===== config.mk =====
export PLATFORM = sky130hd
export DESIGN_NAME = id_hazard_ctrl_flat
export DESIGN_NICKNAME = d
export VERILOG_FILES = /design/src/rtl/soc_isa_pkg.sv /design/src/rtl/id_hazard_ctrl_if.sv /design/src/rtl/scoreboard_regs.sv /design/src/rtl/id_hazard_ctrl.sv /design/src/flat_wrapper.sv
export SDC_FILE = /design/constraint.sdc
export NUM_CORES = 1
export LEC_CHECK = 0
export BUFFER_PORTS_ARGS = -buffer_cell sky130_fd_sc_hd__buf_4
export CAP_MARGIN = 0
export CORE_UTILIZATION = 40
export CTS_CLUSTER_SIZE = 24
export DETAILED_ROUTE_END_ITERATION = 8
export PLACE_DENSITY = 0.76
export SYNTH_ARGS = -nofsm -noshare
export SYNTH_HDL_FRONTEND = slang
export SYNTH_HIERARCHICAL = 1
export SYNTH_SLANG_ARGS = --single-unit

===== constraint.sdc =====
create_clock -name clk -period 4.11 [get_ports clk]
set_input_delay 0.6165 -clock clk [delete_from_list [all_inputs] [get_ports clk]]
set_output_delay 0.6165 -clock clk [all_outputs]
set_load 0.02 [all_outputs]

===== src/rtl/soc_isa_pkg.sv =====
// Shared definitions for the 19-bit ISA: field layout, opcode constants and
// the accelerator-op classifier used by the issue logic.
package soc_isa_pkg;

  localparam int INSN_W    = 19;
  localparam int OPC_W     = 5;
  localparam int REG_IDX_W = 3;

  // Instruction layout: opcode[18:14] rd[13:11] rs1[10:8] rs2[7:5] imm[4:0]
  localparam int OPC_LSB = 14;
  localparam int RD_LSB  = 11;
  localparam int RS1_LSB = 8;
  localparam int RS2_LSB = 5;

  localparam logic [OPC_W-1:0] OP_FFT   = 5'b11000;
  localparam logic [OPC_W-1:0] OP_CRYPT = 5'b11001;

  typedef enum logic {
    ACC_IDLE = 1'b0,
    ACC_BUSY = 1'b1
  } acc_state_e;

  function automatic logic is_acc(input logic [OPC_W-1:0] opc);
    return (opc == OP_FFT) || (opc == OP_CRYPT);
  endfunction

endpackage


===== src/rtl/id_hazard_ctrl_if.sv =====
// Decode/writeback/accelerator signals between the ID stage and the hazard
// controller. master = decode side, slave = hazard controller.
interface id_hazard_ctrl_if #(
  parameter int NREG  = 8,
  parameter int CNT_W = 16
);
  localparam int RW = $clog2(NREG);

  logic             id_valid;
  logic [4:0]       id_opcode;
  logic [RW-1:0]    id_rd;
  logic [RW-1:0]    id_rs1;
  logic [RW-1:0]    id_rs2;
  logic             id_uses_rs1;
  logic             id_uses_rs2;
  logic             id_writes_rd;
  logic             flush;
  logic             wb_valid;
  logic [RW-1:0]    wb_rd;
  logic             acc_done;

  logic             id_ready;
  logic             issue;
  logic             stall_raw;
  logic             stall_acc;
  logic [NREG-1:0]  pending;
  logic             acc_busy;
  logic [CNT_W-1:0] stall_count;

  modport master (
    output id_valid, id_opcode, id_rd, id_rs1, id_rs2,
           id_uses_rs1, id_uses_rs2, id_writes_rd, flush,
           wb_valid, wb_rd, acc_done,
    input  id_ready, issue, stall_raw, stall_acc, pending, acc_busy, stall_count
  );

  modport slave (
    input  id_valid, id_opcode, id_rd, id_rs1, id_rs2,
           id_uses_rs1, id_uses_rs2, id_writes_rd, flush,
           wb_valid, wb_rd, acc_done,
    output id_ready, issue, stall_raw, stall_acc, pending, acc_busy, stall_count
  );
endinterface


===== src/rtl/scoreboard_regs.sv =====
// Pending-write scoreboard: one bit per register, clear-on-writeback,
// set-on-issue (set wins), plus three hazard lookups with writeback bypass.
module scoreboard_regs #(
  parameter int NREG = 8,
  parameter int RW   = $clog2(NREG)
) (
  input  logic            clk,
  input  logic            rst_n,
  input  logic            set_en,
  input  logic [RW-1:0]   set_idx,
  input  logic            clr_en,
  input  logic [RW-1:0]   clr_idx,
  input  logic [RW-1:0]   q0_idx,
  input  logic [RW-1:0]   q1_idx,
  input  logic [RW-1:0]   q2_idx,
  output logic            q0_hz,
  output logic            q1_hz,
  output logic            q2_hz,
  output logic [NREG-1:0] pending
);

  logic [NREG-1:0] pending_q;
  logic [NREG-1:0] pending_d;

  always_comb begin
    pending_d = pending_q;
    if (clr_en && (clr_idx != '0)) pending_d[clr_idx] = 1'b0;
    if (set_en && (set_idx != '0)) pending_d[set_idx] = 1'b1;
  end

  always_ff @(posedge clk or negedge rst_n) begin
    if (!rst_n) pending_q <= '0;
    else        pending_q <= pending_d;
  end

  // A same-cycle writeback forwards through the register file, so it hides the hazard.
  always_comb begin
    q0_hz = pending_q[q0_idx] & !(clr_en && (clr_idx == q0_idx));
    q1_hz = pending_q[q1_idx] & !(clr_en && (clr_idx == q1_idx));
    q2_hz = pending_q[q2_idx] & !(clr_en && (clr_idx == q2_idx));
  end

  assign pending = pending_q;

endmodule


===== src/rtl/id_hazard_ctrl.sv =====
// ID-stage issue controller: RAW/WAW interlock via scoreboard, serialisation
// of the shared accelerator, and a saturating stall-cycle counter.
module id_hazard_ctrl
  import soc_isa_pkg::*;
#(
  parameter int NREG  = 8,
  parameter int CNT_W = 16
) (
  input logic             clk,
  input logic             rst_n,
  id_hazard_ctrl_if.slave bus
);

  logic       hz_rs1, hz_rs2, hz_rd;
  logic       is_acc_op, acc_issue, stall_inc;
  logic       stall_raw, stall_acc, id_ready, issue;
  acc_state_e acc_state_q, acc_state_d;
  logic [CNT_W-1:0] stall_cnt_q, stall_cnt_d;
  logic [NREG-1:0]  pending;

  scoreboard_regs #(
    .NREG (NREG)
  ) u_scoreboard (
    .clk     (clk),
    .rst_n   (rst_n),
    .set_en  (issue & bus.id_writes_rd),
    .set_idx (bus.id_rd),
    .clr_en  (bus.wb_valid),
    .clr_idx (bus.wb_rd),
    .q0_idx  (bus.id_rs1),
    .q1_idx  (bus.id_rs2),
    .q2_idx  (bus.id_rd),
    .q0_hz   (hz_rs1),
    .q1_hz   (hz_rs2),
    .q2_hz   (hz_rd),
    .pending (pending)
  );

  always_comb begin
    is_acc_op = is_acc(bus.id_opcode);
    stall_raw = bus.id_valid & ((bus.id_uses_rs1  & hz_rs1) |
                                (bus.id_uses_rs2  & hz_rs2) |
                                (bus.id_writes_rd & hz_rd));
    // acc_done frees the accelerator in time for a waiting op to issue this cycle.
    stall_acc = bus.id_valid & is_acc_op & (acc_state_q == ACC_BUSY) & !bus.acc_done;
    id_ready  = bus.id_valid & !(stall_raw | stall_acc);
    issue     = id_ready & !bus.flush;
    acc_issue = issue & is_acc_op;
    stall_inc = bus.id_valid & !id_ready & !bus.flush;
  end

  always_comb begin
    acc_state_d = acc_state_q;
    case (acc_state_q)
      ACC_IDLE: if (acc_issue) acc_state_d = ACC_BUSY;
      ACC_BUSY: if (bus.acc_done && !acc_issue) acc_state_d = ACC_IDLE;
      default:  acc_state_d = ACC_IDLE;
    endcase
  end

  always_comb begin
    stall_cnt_d = stall_cnt_q;
    if (stall_inc && (stall_cnt_q != '1)) stall_cnt_d = stall_cnt_q + CNT_W'(1);
  end

  always_ff @(posedge clk or negedge rst_n) begin
    if (!rst_n) begin
      acc_state_q <= ACC_IDLE;
      stall_cnt_q <= '0;
    end else begin
      acc_state_q <= acc_state_d;
      stall_cnt_q <= stall_cnt_d;
    end
  end

  assign bus.id_ready    = id_ready;
  assign bus.issue       = issue;
  assign bus.stall_raw   = stall_raw;
  assign bus.stall_acc   = stall_acc;
  assign bus.pending     = pending;
  assign bus.acc_busy    = (acc_state_q == ACC_BUSY);
  assign bus.stall_count = stall_cnt_q;

endmodule


===== src/flat_wrapper.sv =====
// flat-port wrapper written by rule: the top's interface ports become plain ports
module id_hazard_ctrl_flat import soc_isa_pkg::*;
#(
  parameter int NREG  = 8,
  parameter int CNT_W = 16
)
  (clk, rst_n, bus_id_valid, bus_id_opcode, bus_id_rd, bus_id_rs1, bus_id_rs2, bus_id_uses_rs1, bus_id_uses_rs2, bus_id_writes_rd, bus_flush, bus_wb_valid, bus_wb_rd, bus_acc_done, bus_id_ready, bus_issue, bus_stall_raw, bus_stall_acc, bus_pending, bus_acc_busy, bus_stall_count);
  id_hazard_ctrl_if #(.NREG(NREG), .CNT_W(CNT_W)) bus_i ();
  input logic clk;
  input logic rst_n;
  input wire logic [$bits(bus_i.id_valid)-1:0] bus_id_valid;
  input wire logic [$bits(bus_i.id_opcode)-1:0] bus_id_opcode;
  input wire logic [$bits(bus_i.id_rd)-1:0] bus_id_rd;
  input wire logic [$bits(bus_i.id_rs1)-1:0] bus_id_rs1;
  input wire logic [$bits(bus_i.id_rs2)-1:0] bus_id_rs2;
  input wire logic [$bits(bus_i.id_uses_rs1)-1:0] bus_id_uses_rs1;
  input wire logic [$bits(bus_i.id_uses_rs2)-1:0] bus_id_uses_rs2;
  input wire logic [$bits(bus_i.id_writes_rd)-1:0] bus_id_writes_rd;
  input wire logic [$bits(bus_i.flush)-1:0] bus_flush;
  input wire logic [$bits(bus_i.wb_valid)-1:0] bus_wb_valid;
  input wire logic [$bits(bus_i.wb_rd)-1:0] bus_wb_rd;
  input wire logic [$bits(bus_i.acc_done)-1:0] bus_acc_done;
  output wire logic [$bits(bus_i.id_ready)-1:0] bus_id_ready;
  output wire logic [$bits(bus_i.issue)-1:0] bus_issue;
  output wire logic [$bits(bus_i.stall_raw)-1:0] bus_stall_raw;
  output wire logic [$bits(bus_i.stall_acc)-1:0] bus_stall_acc;
  output wire logic [$bits(bus_i.pending)-1:0] bus_pending;
  output wire logic [$bits(bus_i.acc_busy)-1:0] bus_acc_busy;
  output wire logic [$bits(bus_i.stall_count)-1:0] bus_stall_count;
  assign bus_i.id_valid = bus_id_valid;
  assign bus_i.id_opcode = bus_id_opcode;
  assign bus_i.id_rd = bus_id_rd;
  assign bus_i.id_rs1 = bus_id_rs1;
  assign bus_i.id_rs2 = bus_id_rs2;
  assign bus_i.id_uses_rs1 = bus_id_uses_rs1;
  assign bus_i.id_uses_rs2 = bus_id_uses_rs2;
  assign bus_i.id_writes_rd = bus_id_writes_rd;
  assign bus_i.flush = bus_flush;
  assign bus_i.wb_valid = bus_wb_valid;
  assign bus_i.wb_rd = bus_wb_rd;
  assign bus_i.acc_done = bus_acc_done;
  assign bus_id_ready = bus_i.id_ready;
  assign bus_issue = bus_i.issue;
  assign bus_stall_raw = bus_i.stall_raw;
  assign bus_stall_acc = bus_i.stall_acc;
  assign bus_pending = bus_i.pending;
  assign bus_acc_busy = bus_i.acc_busy;
  assign bus_stall_count = bus_i.stall_count;
  id_hazard_ctrl #(.NREG(NREG), .CNT_W(CNT_W)) u_core (.clk(clk), .rst_n(rst_n), .bus(bus_i));
endmodule

* Yosys cells after proc, flatten, opt, wreduce, memory -nomap -nowiden
Cells that the tools add are included.
W data, S select, Z words.
** Cells by class
- Add/sub/neg operators :: 1
- Magnitude comparators :: 6
- Equality and inequality tests :: 6
- Multiplexer cells :: 15
- Bitwise logic cells :: 23
- Reduce and logical (&&, ||, !) cells :: 20
** Operators by type and width (count)
- $add A16 B1 Y16 const B :: 1
- $and A1 B1 Y1 :: 16
- $lt A3 B4 Y1 const B :: 4
- $mux W8 :: 2
- $ne A16 B16 Y1 const B :: 1
- $eq A5 B5 Y1 const B :: 2
- $bmux W1 S3 :: 3
- $eq A3 B3 Y1 :: 3
- $logic_and A1 B1 Y1 :: 9
- $and A8 B8 Y8 :: 1
- $logic_not A1 Y1 :: 8
- $not A8 Y8 :: 1
- $or A8 B8 Y8 :: 1
- $mux W1 :: 7
- $demux W1 S3 :: 2
- $ge A3 B1 Y1 const B :: 2
- $reduce_bool A3 Y1 :: 2
- $or A1 B1 Y1 :: 3
- $pmux W1 S2 :: 1
- $logic_or A1 B1 Y1 :: 1
- $not A1 Y1 :: 1
** Word-level totals
- Register bits :: 25
- Bits of input ports :: 26

* Depth between registers and ports, before layout
Gate-level depths: netlist (run 1).
- Word-level depth :: 17
- Depth in mapped cells :: 9

* By module
Netlist (run 1), hierarchy kept.
** Modules (own cells, without submodules)
- id_hazard_ctrl :: times used 1, cells each 90, area each 902.1 um^2
- scoreboard_regs :: times used 1, cells each 82, area each 720.7 um^2

* Worst setup path before layout (run 1)
Ideal clock, no wire load.
- Kind :: input port to output port
- Start point :: in bus_wb_rd[0]
- End point :: out bus_issue
- Data arrival time :: 2213 ps
- Data required time :: 3493 ps
- Slack :: 1281 ps
- Stages on the path :: 7
- Path through :: buf_2 xnor2_1 nand4_1 and4_1 a222oi_1 o21ai_2 nor2_1
** Between the ends
- Word-level cells in the longest chain between the ends :: 12
** RTL lines
- start: declaration :: RTL line flat_wrapper.sv:21 : input wire logic [$bits(bus_i.wb_rd)-1:0] bus_wb_rd;
- $eq A3 B3 Y1 :: RTL line scoreboard_regs.sv:38 : q0_hz = pending_q[q0_idx] & !(clr_en && (clr_idx == q0_idx));
- $logic_and A1 B1 Y1 :: RTL line scoreboard_regs.sv:38
- $logic_not A1 Y1 :: RTL line scoreboard_regs.sv:38
- $and A1 B1 Y1 :: RTL line scoreboard_regs.sv:38
- via u_core.hz_rs1 :: RTL line id_hazard_ctrl.sv:14 : logic hz_rs1, hz_rs2, hz_rd;
- $and A1 B1 Y1 :: RTL line id_hazard_ctrl.sv:41 : stall_raw = bus.id_valid & ((bus.id_uses_rs1 & hz_rs1) |
- $or A1 B1 Y1 :: RTL line id_hazard_ctrl.sv:41
- $or A1 B1 Y1 :: RTL line id_hazard_ctrl.sv:42 : (bus.id_uses_rs2 & hz_rs2) |
- $and A1 B1 Y1 :: RTL line id_hazard_ctrl.sv:41
- $or A1 B1 Y1 :: RTL line id_hazard_ctrl.sv:46 : id_ready = bus.id_valid & !(stall_raw | stall_acc);
- $logic_not A1 Y1 :: RTL line id_hazard_ctrl.sv:46
- $and A1 B1 Y1 :: RTL line id_hazard_ctrl.sv:46
- $and A1 B1 Y1 :: RTL line id_hazard_ctrl.sv:47 : issue = id_ready & !bus.flush;
- end: declaration :: RTL line flat_wrapper.sv:24 : output wire logic [$bits(bus_i.issue)-1:0] bus_issue;
The timed path passes the listed nets, and every way through them passes these cells.

* Final worst setup path (run 1)
- Start point :: in bus_wb_rd[2]
- End point :: out bus_issue
The elaborated chain is that of the path after synthesis.

==> impl_metrics.json, run 1 <==
{
  "ys_ff_latch": 25,
  "switching_share_pct": 34.42,
  "final.min_clock_period_ns": 2.956,
  "final_cells": 270,
  "vias": 1430,
  "synth.yosys.seq_area_share_pct": 38.55,
  "nFillCells": 350,
  "slew_viol_final": 0,
  "rrSetupSlack_ns": 1.78,
  "path_max_fanout": 7,
  "p_leak_nw": 0.9819,
  "postRouteAntennaNets": 0,
  "peakVddDrop_mv": 0.2736,
  "outcome": "completed",
  "overflow": 0,
  "cp-end-kind": "primary output",
  "postCtsHoldBufs": 0,
  "tns_ns": 0,
  "remaining_drc_errors": 0,
  "setup_viol": 0,
  "cpMaxStageDelayCell": "a222oi_1",
  "worst-path-buf-inv": 2,
  "grt_pass1_wl_um": 5775,
  "p_sw_mw": 0.2315,
  "power_density_nw_per_um2": 324.0,
  "cts_resized": 0,
  "reg2regPathDepth": 8,
  "multiInputGateArea_um2": 919.6,
  "cts_root_buf": "clkbuf_8",
  "track_usage_pct": 17.34,
  "dp_hpwl_um": 2810,
  "die_w_um": 65.70,
  "power.total_mw": 0.6726,
  "fin_crit_sh_pct": 71.92,
  "clkLatencyLatePin_ns": 0.27,
  "drtIter0Drc": 49,
  "firstDrtPassIters": 4,
  "drive_gt1_share_pct": 29.28,
  "gp_congestion": 0.8206,
  "setup.worst_path.class": "in2out",
  "synthDistinctLibCells": 34,
  "timing.fmax_mhz": 338.3,
  "core_area_um2": 3771,
  "antenna_cells": 0,
  "start_kind": "input port",
  "rsz0062_at_grt": "false",
  "critPathTopFamily": "compound AO/OA/AOI/OAI gates",
  "internal_power_mw": 0.4411,
  "post_cts_buffers": 0,
  "regArea_um2": 625.6,
  "tightest_slew_ns": 0.6043,
  "power_frac_seq_pct": 46.3,
  "wire_per_inst_um": 13.71,
  "layout_setup_ws_ns": 1.154,
  "syn-mean-instance-area_um2": 9.435,
  "path_common_cell": "buf_4",
  "path_cells": "buf_4 > xnor2_1 > nand4_1 > and4_1 > a222oi_1 > o21ai_2 > nor2_1 > buf_4",
  "cts_made_buffers": 3,
  "synth_area_leaders": "dfrtp_1 (39%), xnor2_1 (10%), mux2i_1 (7.4%), nand2_1 (3.7%), nand3_1 (2.8%)",
  "cap_viol_max_count": 0,
  "ios": 55,
  "path_clk_slew_ns": 0.08,
  "numPortBuffers": 53,
  "row_count": 22,
  "syn-instance-count": 172,
  "cts_sinks": 25,
  "syn_to_final_growth_pct": 27.91,
  "start_util_pct": 43.03,
  "design.die.area_um2": 4316,
  "p_comb_share_pct": 31.8,
  "crit_cells": 8,
  "hold_ws_ns": 0.2313,
  "syn_area_um2": 1623,
  "yosys.area.top_type_share_pct": 38.55,
  "synth_warnings": 6,
  "crit_required_ns": 3.49,
  "worstPathArrival_ns": 2.34,
  "grt_pass1_vias": 1284,
  "p_clk_share_pct": 21.9,
  "synth_top_area_cell": "dfrtp_1",
  "preCtsSetupSlack_ns": 1.139,
  "dp_cells": 266,
  "cts_buffer_depth": 2,
  "grt_max_degree": 26,
  "syn-num-nets": 199,
  "die_h_um": 65.70,
  "hold_viol_final": 0,
  "wl_um": 3702,
  "skew_ns": 0.003252,
  "via_per_inst": 5.296,
  "cts_tree": "done",
  "slew-limit-headroom_pct": 59.71,
  "antenna_found_initial": 0,
  "final_net_count": 250,
  "cts_htree_levels": 1,
  "cp_slowest_stage_delay_ns": 0.57,
  "hold_class": "in2async"
}
-- power by group through the flow --
stage | Sequential, mW | Combinational, mW | Clock [mW]
floorplan | 0.340 | 0.0946 | 0
global placement | 0.315 | 0.213 | 0
detailed placement | 0.315 | 0.216 | 0
CTS | 0.311 | 0.216 | 0.151
global route | 0.315 | 0.235 | 0.162
finish | 0.312 | 0.214 | 0.147
-- metrics by stage --
stage          area [µm²]  util, %
6_report             2076    55.04
5_1_grt              2076    55.04
4_1_cts              2076    55.04
3_5_place_dp         2029    53.82
3_3_place_gp         2029    53.82
2_1_floorplan        1623        -
-- synthesized netlist by cell type, drive strengths merged --
library cell  count
a22oi             3
and3              1
nand3b            4
inv               7
mux2i            12
nand2            16
nand2b            4
nand4             7
o211a             1
nand4bb           1
buf               5
o21ai            10
o211ai            1
nand3             9
o31ai             5
or2b              1
o21a              1
or4               1
and2              1
or2               2
and4              4
ha                1
dfrtp            25
nor4              1
xnor2            19
nor2b             3
nor2             11
o2111a            1
clkbuf            2
xor2              5
nor3              7
a222oi            1
-- state kept, by name (all words and copies together), names as in the netlist --
signal,cells
u_core/bus.stall_count,16
u_core/u_scoreboard/pending,8
u_core/bus.acc_busy,1
-- final cells by class --
type	count	area share, %
clock buffer	3	1.989
timing repair buffer	53	19.17
multi-input combinational	133	44.30
sequential	25	30.14
inverter	7	1.266
tap	48	2.893
clock inverter	1	0.2411
-- cell usage in the layout (no fill, tap or decap) --
cell	instances
buf_4	53
dfrtp_1	25
xnor2_1	19
nand2_1	16
mux2i_1	12
nor2_1	11
nand3_1	9
o21ai_0	9
inv_1	7
nor3_1	7
nand4_1	7
xor2_1	5
o31ai_1	5
nand2b_1	4
and4_1	4
nand3b_1	4
clkbuf_8	3
nor2b_1	3
a22oi_1	3
or2_2	2
clkinv_2	1
nand4bb_2	1
or2b_2	1
a222oi_1	1
o21ai_2	1
o21a_1	1
and3_1	1
or4_4	1
o211ai_4	1
o211a_1	1
and2_2	1
o2111a_1	1
nor4_1	1
ha_1	1
-- cells by family (layout without fill, tap and decap cells) --
group	count (synthesis)	in the layout	synth area share, %
AOI/OAI and AO/OA	23	23	10.72
xor gates and xnor gates	24	24	12.95
adders and majority gates	1	1	0.7709
buffers and inverters	14	64	4.781
DFF	25	25	38.55
muxes	12	12	7.402
and+or+nand+nor	73	73	24.83
-- final timing paths --
kind | startpoint | end
worst min-delay path | rst_n | u_core/u_scoreboard/pending[1]
max in group asynchronous | rst_n | u_core/u_scoreboard/pending[0]
worst max register to register | u_core/u_scoreboard/pending[2] | u_core/u_scoreboard/pending[2]
worst min register to register | u_core/u_scoreboard/pending[0] | u_core/u_scoreboard/pending[0]
worst max-delay path | bus_wb_rd[2] | bus_issue
min in group clk | u_core/u_scoreboard/pending[0] | u_core/u_scoreboard/pending[0]
-- per-layer routing --
metal	vias up	global-route usage, %	routed length (µm)
li1	709	-	-
met1	673	24.10	1814
met2	44	27.42	1629
met3	4	2.951	220
met4	0	4.891	38
met5	-	0	0
Note: power is estimated with default switching activity, not from simulation.
==> run 2, diff against run 1 <==
Clock period 4.11 ns to 3 ns, I/O delays scaled along.
==> run 2 against run 1 <==
Net effect:
- first-iteration DRC count grew 8.2%
- non-clock buffer count did not move
- combinational power grew 37%
- count of clock-buffer cells in the layout unchanged
- critical endpoint unchanged
==> impl_metrics.json, run 2 (same netlist as run 1, synthesis figures left out) <==
{
  "drtIter0Drc": 53,
  "postRouteAntennaNets": 0,
  "die_w_um": 65.70,
  "ios": 55,
  "wl_um": 3732,
  "cp_slowest_stage_delay_ns": 0.58,
  "hold_ws_ns": 0.06336,
  "path_max_fanout": 5,
  "switching_share_pct": 34.48,
  "overflow": 0,
  "cts_tree": "done",
  "setup_viol": 0,
  "numPortBuffers": 53,
  "grt_max_degree": 26,
  "cts_sinks": 25,
  "wire_per_inst_um": 13.82,
  "internal_power_mw": 0.6046,
  "tightest_slew_ns": 0.6151,
  "fin_crit_sh_pct": 91.91,
  "drive_gt1_share_pct": 29.28,
  "die_h_um": 65.70,
  "p_clk_share_pct": 22.0,
  "power_frac_seq_pct": 46.1,
  "final_common_cell": "buf_4",
  "layout_setup_ws_ns": 0.2426,
  "critPathTopFamily": "compound AO/OA/AOI/OAI gates",
  "design.die.area_um2": 4316,
  "peakVddDrop_mv": 0.3671,
  "cts_root_buf": "clkbuf_8",
  "cp-end-kind": "primary output",
  "timing.fmax_mhz": 362.7,
  "worst-path-buf-inv": 1,
  "worstPathArrival_ns": 2.31,
  "cap_viol_max_count": 0,
  "crit_start": "u_core/u_scoreboard/pending[2]",
  "final_net_count": 250,
  "postCtsHoldBufs": 0,
  "final.min_clock_period_ns": 2.757,
  "largest_reg_flops": 16,
  "cts_made_buffers": 3,
  "cts_buffer_depth": 2,
  "firstDrtPassIters": 4,
  "start_util_pct": 43.03,
  "p_leak_nw": 0.9819,
  "cts_resized": 0,
  "cts_htree_levels": 1,
  "core_area_um2": 3771,
  "slew-limit-headroom_pct": 58.99,
  "p_sw_mw": 0.3182,
  "final_cell_mix": "buf_4 (53), dfrtp_1 (25), xnor2_1 (19)",
  "rsz0062_at_grt": "false",
  "syn_to_final_growth_pct": 27.91,
  "dp_hpwl_um": 2824,
  "vias": 1428,
  "grt_pass1_wl_um": 5989,
  "track_usage_pct": 18.06,
  "preCtsSetupSlack_ns": 0.3522,
  "setup.worst_path.class": "reg2out",
  "p_comb_share_pct": 31.9,
  "cpMaxStageDelayCell": "a222oi_1",
  "antenna_found_initial": 0,
  "antenna_cells": 0,
  "start_kind": "flop",
  "clkLatencyLatePin_ns": 0.28,
  "skew_ns": 0.005836,
  "path_cells": "mux2i_1 > a22oi_1 > and4_1 > a222oi_1 > o21ai_2 > nor2_1 > buf_4",
  "hold_viol_final": 0,
  "row_count": 22,
  "tns_ns": 0,
  "outcome": "completed",
  "path_clk_slew_ns": 0.09,
  "reg2reg_from": "u_core/u_scoreboard/pending[2]",
  "grt_pass1_vias": 1345,
  "via_per_inst": 5.289,
  "crit_required_ns": 2.55,
  "post_cts_buffers": 0,
  "power_density_nw_per_um2": 444.5,
  "remaining_drc_errors": 0,
  "gp_congestion": 0.8210,
  "slew_viol_final": 0,
  "hold_class": "in2async"
}
==> run 2: cell counts in the layout (fill, tap and decap cells not counted) <==
No cell type changed its count.
==> run 2: power by group through the flow <==
stage / Clock (mW) / Combinational, mW / Sequential, mW
6_report: 0.203 / 0.294 / 0.426
5_1_grt: 0.226 / 0.324 / 0.431
4_1_cts: 0.211 / 0.297 / 0.426
3_5_place_dp: 0 / 0.296 / 0.432
3_3_place_gp: 0 / 0.291 / 0.432
2_1_floorplan: 0 / 0.130 / 0.466
==> run 2: path summary, 6_finish.rpt <==
path	end	slack, ns	cells after the start
setup / recovery	bus_issue	0.24	7
hold reg to reg	u_core/u_scoreboard/pending[0]	0.48	0
setup reg to reg	u_core/u_scoreboard/pending[5]	0.63	8
max in group asynchronous	u_core/u_scoreboard/pending[0]	2.69	1
min in group clk	u_core/u_scoreboard/pending[6]	0.44	2
hold / removal	u_core/bus.stall_count[7]	0.06	1
==> run 2: final cells by class <==
class	instances	area [µm²]
Fill cell	349	1695
Multi-Input combinational cell	133	919.6
Sequential cell	25	625.6
Timing Repair Buffer	53	397.9
Tap cell	48	60.06
Clock buffer	3	41.29
Inverter	7	26.28
Clock inverter	1	5.005
==> run 2: worst register-to-register path: cells and delay by family (launching register included) <==
family	cells	cell delay, ns
compound gates	4	1.15
simple gates	3	0.53
mux	1	0.16
flops	1	0.45
==> run 2: through the flow <==
step	cells	power, mW	utilization, %	instance area (µm²)
5_1_grt	270	0.9816	55.04	2076
6_report	270	0.9227	55.04	2076
2_1_floorplan	172	0.5960	-	1623
4_1_cts	270	0.9340	55.04	2076
3_3_place_gp	266	0.7230	53.82	2029
3_5_place_dp	266	0.7282	53.82	2029
==> run 2: routing by layer <==
layer	up-vias	global-route usage, %	part of all wire [%]
met5	-	0	0
met4	0	6.522	1.4
met3	5	2.257	5.5
met2	37	28.70	44
met1	678	24.92	49
li1	708	-	-
==> run 3, diff against run 2 <==
==> constraint.sdc (replaced) <==
create_clock -name clk -period 3 [get_ports clk]
set_input_delay 0 -clock clk [delete_from_list [all_inputs] [get_ports clk]]
set_output_delay 0 -clock clk [all_outputs]
set_load 0.02 [all_outputs]
==> run 3 against run 2 <==
Net effect:
- worst hold slack got worse by 0.047 ns
- clock power decreased by 2%
- maximum frequency increased by 17%
- largest cell class unchanged
- sequential power about the same
- cell count increased by 0.74%
- highest routed layer unchanged
==> impl_metrics.json, run 3 (same netlist as run 1, synthesis figures left out) <==
{
  "track_usage_pct": 17.73,
  "crit_required_ns": 3.17,
  "final_cells": 272,
  "antenna_cells": 0,
  "hold_ws_ns": 0.01643,
  "wl_um": 3621,
  "wire_per_inst_um": 13.31,
  "die_h_um": 65.70,
  "skew_ns": 0.003735,
  "final.min_clock_period_ns": 2.349,
  "vias": 1428,
  "ios": 55,
  "power_density_nw_per_um2": 438.6,
  "cap_viol_max_count": 0,
  "postCtsHoldBufs": 2,
  "reg2regPathDepth": 8,
  "overflow": 0,
  "syn_to_final_growth_pct": 29.14,
  "holdPathStages": 2,
  "drive_gt1_share_pct": 29.02,
  "remaining_drc_errors": 0,
  "die_w_um": 65.70,
  "dp_hpwl_um": 2697,
  "final_cell_mix": "buf_4 (53), dfrtp_1 (25), xnor2_1 (19)",
  "timing.fmax_mhz": 425.8,
  "row_count": 22,
  "start_kind": "flop",
  "hold_viol_final": 0,
  "cts_root_buf": "clkbuf_8",
  "grt_max_degree": 26,
  "start_util_pct": 43.03,
  "numPortBuffers": 53,
  "cts_resized": 0,
  "hold_class": "in2reg",
  "power.total_mw": 0.9192,
  "largest_reg_flops": 16,
  "grt_pass1_vias": 1321,
  "setup.worst_path.class": "reg2reg",
  "slew-limit-headroom_pct": 60.42,
  "peakVddDrop_mv": 0.4259,
  "firstDrtPassIters": 4,
  "clkLatencyLatePin_ns": 0.27,
  "dp_cells": 266,
  "gp_congestion": 0.8323,
  "cts_htree_levels": 1,
  "path_clk_slew_ns": 0.09,
  "path_max_fanout": 5,
  "design.die.area_um2": 4316,
  "cp-end-kind": "flop",
  "antenna_found_initial": 0,
  "final_common_cell": "buf_4",
  "tightest_slew_ns": 0.5937,
  "postRouteAntennaNets": 0,
  "grt_pass1_wl_um": 5989,
  "final_net_count": 252,
  "cts_buffer_depth": 2,
  "tns_ns": 0,
  "cts_tree": "done",
  "outcome": "completed",
  "cts_made_buffers": 3,
  "cts_sinks": 25,
  "p_leak_nw": 0.9903,
  "layout_setup_ws_ns": 0.6515,
  "rsz0062_at_grt": "false",
  "preCtsSetupSlack_ns": 0.7015,
  "worstPathArrival_ns": 2.52,
  "core_area_um2": 3771,
  "setup_viol": 0,
  "drtIter0Drc": 63,
  "via_per_inst": 5.250,
  "slew_viol_final": 0,
  "fin_crit_sh_pct": 78.28,
  "post_cts_buffers": 0
}
## run 3: cell types whose count changed in the layout (fill, tap and decap cells not counted)
cell,change
dlygate4sd3_1,+2
## run 3: critical path, cell delays in order (launching register included)
cell and delay (ns):
dfrtp_1 0.45, mux2i_1 0.15, a22oi_1 0.10, and4_1 0.19, a222oi_1 0.56, o21a_1 0.23, and3_1 0.23, nand2_1 0.11
o31ai_1 0.23
## run 3: final timing paths
check                                                      end                           start  slack (ns)
worst min register to register  u_core/u_scoreboard/pending[0]  u_core/u_scoreboard/pending[0]        0.48
worst max-delay path            u_core/u_scoreboard/pending[2]  u_core/u_scoreboard/pending[2]        0.65
max in group asynchronous           u_core/bus.stall_count[12]                           rst_n        2.60
worst max register to register  u_core/u_scoreboard/pending[2]  u_core/u_scoreboard/pending[2]        0.65
worst min-delay path            u_core/u_scoreboard/pending[2]                    bus_id_rd[2]        0.02
min in group asynchronous       u_core/u_scoreboard/pending[3]                           rst_n        0.16
## run 3: routing by layer
metal	GRT usage (%)	wire, µm	share of wire (%)	vias to the layer above
li1	-	-	-	710
met1	25.27	1822	50	671
met2	27.81	1561	43	43
met3	1.910	198	5.5	4
met4	5.707	39	1.1	0
met5	0	0	0	-
## run 3: area by class of cell
type                            count  area, µm²
Sequential cell                    25      625.6
Multi-Input combinational cell    133      919.6
Fill cell                         352       1675
Timing Repair Buffer               55      417.9
Inverter                            7      26.28
Clock inverter                      1      5.005
Clock buffer                        3      41.29
Tap cell                           48      60.06
## run 3: per-stage QoR
stage | util (%) | area [µm²]
after floorplan | - | 1623
after CTS | 55.57 | 2096
after global routing | 55.57 | 2096
after global placement | 53.82 | 2029
final | 55.57 | 2096
after detailed placement | 53.82 | 2029
## run 3: power breakdown
part	total, mW	internal, mW	switching (mW)
sequential	0.425	0.373	0.0518
clock	0.199	0.0929	0.106
combinational	0.295	0.140	0.155
